File: src/rtl/led_sequencer_if.sv
// Command and LED-bank bus of the LED sequencer: command handshake in,
// abort, and the registered LED drive plus status flags out.
interface led_sequencer_if;
  logic       cmd_valid;
  logic       cmd_ready;
  logic [1:0] cmd_mode;
  logic [2:0] cmd_rate;
  logic [7:0] cmd_pattern;
  logic [3:0] cmd_repeat;
  logic       abort;
  logic [7:0] led;
  logic       busy;
  logic       done;

  modport master (
    output cmd_valid, cmd_mode, cmd_rate, cmd_pattern, cmd_repeat, abort,
    input  cmd_ready, led, busy, done
  );

  modport slave (
    input  cmd_valid, cmd_mode, cmd_rate, cmd_pattern, cmd_repeat, abort,
    output cmd_ready, led, busy, done
  );
endinterface

File: src/rtl/led_sequencer.sv
// Command-driven LED pattern controller. Owns the prescaler and the 8-bit
// LED bank; runs OFF/STATIC/BLINK/ROTATE commands with optional repeat
// count, supports preemption from RUN, abort, and a one-cycle done pulse.
module led_sequencer #(
  parameter int CNT_W      = 26,
  parameter int SHIFT_BASE = 18
) (
  input  logic            clk,
  input  logic            rst_n,
  led_sequencer_if.slave  bus
);

  localparam logic [1:0] MODE_OFF    = 2'd0;
  localparam logic [1:0] MODE_STATIC = 2'd1;
  localparam logic [1:0] MODE_BLINK  = 2'd2;

  localparam logic [CNT_W-1:0] CNT_ONE = {{(CNT_W-1){1'b0}}, 1'b1};

  typedef enum logic [1:0] {
    ST_IDLE = 2'd0,
    ST_LOAD = 2'd1,
    ST_RUN  = 2'd2,
    ST_DONE = 2'd3
  } state_t;

  state_t           r_state;
  state_t           w_next_state;
  logic [CNT_W-1:0] r_prescaler;
  logic [1:0]       r_mode;
  logic [2:0]       r_rate;
  logic [7:0]       r_pattern;
  logic [3:0]       r_repeat;
  logic [3:0]       r_remaining;
  logic [7:0]       r_led;

  logic             w_ready;
  logic             w_accept;
  logic [CNT_W-1:0] w_mask;
  logic             w_tick;
  logic             w_last_tick;

  // Ready is purely a function of state and abort, so it reads 1 in reset.
  assign w_ready     = ((r_state == ST_IDLE) || (r_state == ST_RUN)) && !bus.abort;
  assign w_accept    = bus.cmd_valid && w_ready;
  assign w_mask      = (CNT_ONE << (SHIFT_BASE + 32'(r_rate))) - CNT_ONE;
  assign w_tick      = (r_state == ST_RUN) && (r_prescaler == w_mask);
  assign w_last_tick = w_tick && (r_repeat != 4'd0) && (r_remaining == 4'd1);

  assign bus.cmd_ready = w_ready;
  assign bus.led       = r_led;
  assign bus.busy      = (r_state == ST_LOAD) || (r_state == ST_RUN);
  assign bus.done      = (r_state == ST_DONE);

  // State register.
  always_ff @(posedge clk or negedge rst_n) begin
    if (!rst_n) begin
      r_state <= ST_IDLE;
    end else begin
      r_state <= w_next_state;
    end
  end

  // Next-state logic: abort beats accept, accept beats tick.
  always_comb begin
    w_next_state = r_state;
    if (bus.abort) begin
      w_next_state = ST_IDLE;
    end else begin
      case (r_state)
        ST_IDLE: if (w_accept) w_next_state = ST_LOAD;
        ST_LOAD: begin
          if ((r_mode == MODE_OFF) || (r_mode == MODE_STATIC)) begin
            w_next_state = ST_DONE;
          end else begin
            w_next_state = ST_RUN;
          end
        end
        ST_RUN: begin
          if (w_accept) begin
            w_next_state = ST_LOAD;
          end else if (w_last_tick) begin
            w_next_state = ST_DONE;
          end
        end
        ST_DONE: w_next_state = ST_IDLE;
        default: w_next_state = ST_IDLE;
      endcase
    end
  end

  // Command latch, prescaler, repeat counter and LED bank.
  always_ff @(posedge clk or negedge rst_n) begin
    if (!rst_n) begin
      r_prescaler <= '0;
      r_mode      <= 2'd0;
      r_rate      <= 3'd0;
      r_pattern   <= 8'h00;
      r_repeat    <= 4'd0;
      r_remaining <= 4'd0;
      r_led       <= 8'h00;
    end else if (bus.abort) begin
      r_led <= 8'h00;
    end else begin
      if (w_accept) begin
        r_mode    <= bus.cmd_mode;
        r_rate    <= bus.cmd_rate;
        r_pattern <= bus.cmd_pattern;
        r_repeat  <= bus.cmd_repeat;
      end
      case (r_state)
        ST_LOAD: begin
          r_prescaler <= '0;
          r_remaining <= r_repeat;
          r_led       <= (r_mode == MODE_OFF) ? 8'h00 : r_pattern;
        end
        ST_RUN: begin
          if (!w_accept) begin
            if (w_tick) begin
              r_prescaler <= '0;
              if (r_mode == MODE_BLINK) begin
                r_led <= r_led ^ r_pattern;
              end else begin
                r_led <= {r_led[6:0], r_led[7]};
              end
              if ((r_repeat != 4'd0) && (r_remaining > 4'd1)) begin
                r_remaining <= r_remaining - 4'd1;
              end
            end else begin
              r_prescaler <= r_prescaler + CNT_ONE;
            end
          end
        end
        default: ;
      endcase
    end
  end

endmodule

File: src/flat_wrapper.sv
// flat-port wrapper written by rule: the top's interface ports become plain ports
module led_sequencer_flat 
#(
  parameter int CNT_W      = 26,
  parameter int SHIFT_BASE = 18
)
  (clk, rst_n, bus_cmd_valid, bus_cmd_mode, bus_cmd_rate, bus_cmd_pattern, bus_cmd_repeat, bus_abort, bus_cmd_ready, bus_led, bus_busy, bus_done);
  led_sequencer_if bus_i ();
  input  logic clk;
  input  logic rst_n;
  input wire logic [$bits(bus_i.cmd_valid)-1:0] bus_cmd_valid;
  input wire logic [$bits(bus_i.cmd_mode)-1:0] bus_cmd_mode;
  input wire logic [$bits(bus_i.cmd_rate)-1:0] bus_cmd_rate;
  input wire logic [$bits(bus_i.cmd_pattern)-1:0] bus_cmd_pattern;
  input wire logic [$bits(bus_i.cmd_repeat)-1:0] bus_cmd_repeat;
  input wire logic [$bits(bus_i.abort)-1:0] bus_abort;
  output wire logic [$bits(bus_i.cmd_ready)-1:0] bus_cmd_ready;
  output wire logic [$bits(bus_i.led)-1:0] bus_led;
  output wire logic [$bits(bus_i.busy)-1:0] bus_busy;
  output wire logic [$bits(bus_i.done)-1:0] bus_done;
  assign bus_i.cmd_valid = bus_cmd_valid;
  assign bus_i.cmd_mode = bus_cmd_mode;
  assign bus_i.cmd_rate = bus_cmd_rate;
  assign bus_i.cmd_pattern = bus_cmd_pattern;
  assign bus_i.cmd_repeat = bus_cmd_repeat;
  assign bus_i.abort = bus_abort;
  assign bus_cmd_ready = bus_i.cmd_ready;
  assign bus_led = bus_i.led;
  assign bus_busy = bus_i.busy;
  assign bus_done = bus_i.done;
  led_sequencer #(.CNT_W(CNT_W), .SHIFT_BASE(SHIFT_BASE)) u_core (.clk(clk), .rst_n(rst_n), .bus(bus_i));
endmodule
File: config.mk
export PLATFORM = sky130hd
export DESIGN_NAME = led_sequencer_flat
export DESIGN_NICKNAME = d
export VERILOG_FILES = /design/src/rtl/led_sequencer_if.sv /design/src/rtl/led_sequencer.sv /design/src/flat_wrapper.sv
export SDC_FILE = /design/constraint.sdc
export NUM_CORES = 1
export LEC_CHECK = 0
export ABC_AREA = 1
export CORE_MARGIN = 2
export CORE_UTILIZATION = 35
export CTS_CLUSTER_SIZE = 12
export DETAILED_ROUTE_END_ITERATION = 10
export PLACE_DENSITY = 0.6
export SLEW_MARGIN = 15
export SYNTH_ARGS = -nofsm -noshare
export SYNTH_HDL_FRONTEND = slang
export SYNTH_SLANG_ARGS = --single-unit
export TNS_END_PERCENT = 1
File: constraint.sdc
create_clock -name clk -period 2.5 [get_ports clk]
set_clock_uncertainty 0.15 [all_clocks]
set_input_delay 0.5 -clock clk [delete_from_list [all_inputs] [get_ports clk]]
set_output_delay 0.5 -clock clk [all_outputs]
set_load 0.02 [all_outputs]
==> out/summary.txt <==
status: finished, violations left
failing checks: hold timing
ys async rst share: 1.00
worst vdd ir: 594 µV
routability cong.: 0.838
dominant cell type by area after synthesis: dfrtp_1
later-pin clock latency in the skew report: 350 ps
Netlist cell types: 33
Post-synth EDFFs: 0
Main synth FF type: dfrtp_1
Rel. slew slack: 0.556
most instantiated library cell after synthesis: nand2_1
Final nets: 549
Setup violations, final: 0
Overflow after GRT: 0
DIE WIDTH: 105 µm
Diodes inserted: 0
pins over their slew limit: 0
synthesis-stage register bit count: 57
core area: 0.00982 mm²
worst slew pin tran: 663 ps
synth top area cells: dfrtp_1 40%, nand2_1 11%, nor2_1 7.3%
Leakage: 0.00199 µW
clk sinks: 57
Post-CTS Setup Inserts: 0
top cells by count, synth: 104 x nand2_1, 69 x nor2_1, 57 x dfrtp_1
vias in the first global route: 3,155
Hold Path Class: in -> async
post-layout min period: 2350 ps
share of layout cells above drive strength 1: 0.117
Final WS setup: 149 ps
area fraction of the dominant cell type after synthesis: 0.400
Mapped Nets: 502
Root Driver: clkbuf_8
Seq/Total Area, Yosys: 0.400
final hold vios: 2
CTS tree: yes
syn_area_per_cell: 7.61 µm²
global-route wire length before repair: 14.6 mm
vias per std cell: 4.94
TritonCTS Buffers: 9
Starting Density: 0.364
Max Clk Rate: 425 MHz
Post-Synthesis Cells: 469
clock-pin slew on the worst setup and hold paths: 80 ps
IO Pins: 32
cells along the critical path: inv_1 > ha_1 > inv_2 > nand2_1 > nand2_1 > nand2_1 > nand2_1 > inv_1 > nand2_1 > nor2_1 > nand3_2 > nand2_1 > nand2_1 > nand3_1 > nand2_1
Netlist Area Pre-Place: 0.00357 mm²
maxcap violations: 0
critical path class: reg -> reg
crit-path max FO: 8
Worst Path Required: 2600 ps
RSZ-0062 raised after global routing: true
worst stage delay on the critical path: 420 ps
clock buffer depth: 2
H-tree lvl count: 3
Warnings, synthesis: 0
largest net degree at the start of global routing: 58
CP startpoint kind: register
Tot GR Track Use: 0.163
crit share post-route: 0.940
Util after Layout: 0.444
hold slack final: -0.811 ps
CP Data Arrival Time: 2450 ps
die height: 105 µm
Rows: 36
PortBufs: 31
Pre-antenna DRT Iters: 4
First DRT Iteration DRCs: 140
Setup crit end kind: register
DRC viols: 0
antenna violations before repair: 0
pwr/cell area: 1060 mW/mm²
slowest stage cell, crit path: dfrtp_1
Detailed Place HPWL: 6.11 mm
crit path buf inv count: 3
Crit path top cell by count: nand2_1
Post-Route WL: 8.36 mm
Routed WL per cell: 12.8 µm
pre-CTS setup slack: 38.5 ps
via count: 3,231
Area growth syn-to-layout: 22.1%
post-route ant nets: 0
delay-heaviest family, CP: simple AND/OR/NAND/NOR gates
cts hold-fix bufs: 0
Die ar.: 0.0110 mm²
cells by family (layout without fill, tap and decap cells):
logic type / Yosys count / after routing / share of synthesized area
muxes: 11 / 11 / 0.0347
adders and majority gates: 12 / 12 / 0.0421
AOI/OAI and AO/OA: 53 / 53 / 0.0824
buffers and inverters: 56 / 108 / 0.0634
DFF: 57 / 57 / 0.400
xor gates and xnor gates: 30 / 30 / 0.0736
and+or+nand+nor: 250 / 250 / 0.304
layout by cell type, fill, tap and decap left out, types with 12 or more instances in the layout:
cell / count
inv_1: 34
buf_4: 17
clkdlybuf4s50_1: 28
ha_1: 12
nor2_1: 69
nand4_1: 16
o21ai_0: 15
a21oi_1: 22
nand2_1: 104
dfrtp_1: 57
xor2_1: 21
nand3_1: 43
layout make-up:
| type | count | area, µm² |
|---|---|---|
| Timing Repair Buffer | 50 | 462 |
| Tap cell | 133 | 166 |
| Fill cell | 1009 | 5460 |
| Multi-Input combinational cell | 356 | 1920 |
| Inverter | 42 | 158 |
| Clock buffer | 11 | 151 |
| Clock inverter | 5 | 77.6 |
| Sequential cell | 57 | 1430 |
registers in the layout, summed over array words and instances (netlist names):
| register | count |
|---|---|
| u_core.r_rate | 3 |
| u_core.r_pattern | 8 |
| u_core.bus.led | 8 |
| u_core.r_remaining | 4 |
| u_core.r_prescaler | 26 |
| u_core.r_mode | 2 |
| u_core.r_state | 2 |
| u_core.r_repeat | 4 |
timing repair:
item | in CTS | in global routing
hold endpoints to repair | 0 | 0
gates cloned | 0 | 0
resized for setup | 2 | 1
setup endpoints to repair | 2 | 15
metrics by stage:
stage          hold WS, ps  area (µm²)  TNS, ps  total power [µW]  cells
2_1_floorplan         54.4        3570        0              2930    469
3_3_place_gp           356        4130        0              3590    638
3_5_place_dp           362        4130        0              3650    638
4_1_cts               2.22        4350        0              4660    654
5_1_grt               15.7        4360     -467              5000    654
6_report            -0.811        4360        0              4630    654
routing by layer:
metal	track usage	up-vias	wire, µm
li1	-	1638	-
met1	0.210	1521	3990
met2	0.264	60	3920
met3	0.0374	12	292
met4	0.0638	0	158
met5	0	-	0
worst paths after layout:
| path | startpoint | end | slack, ps | depth (start not counted) |
|---|---|---|---|---|
| setup / recovery | u_core.r_rate[2] | u_core.bus.led[4] | 150 | 15 |
| hold / removal | rst_n | u_core.r_prescaler[11] | -0.8 | 2 |
| setup reg to reg | u_core.r_rate[2] | u_core.bus.led[4] | 150 | 15 |
| hold reg to reg | u_core.r_remaining[1] | u_core.r_remaining[1] | 380 | 2 |
| max in group asynchronous | rst_n | u_core.r_repeat[0] | 1940 | 2 |
| min in group clk | u_core.r_remaining[1] | u_core.r_remaining[1] | 380 | 2 |
report_power, final:
group	total [µW]	internal (µW)	leakage (µW)	switching (µW)
registers	1460	1180	0.000742	281
logic	2170	903	0.00113	1270
clock network	1000	612	0.000115	391
total	4630	2690	0.00199	1940
Note: power is estimated with default switching activity, not from simulation.
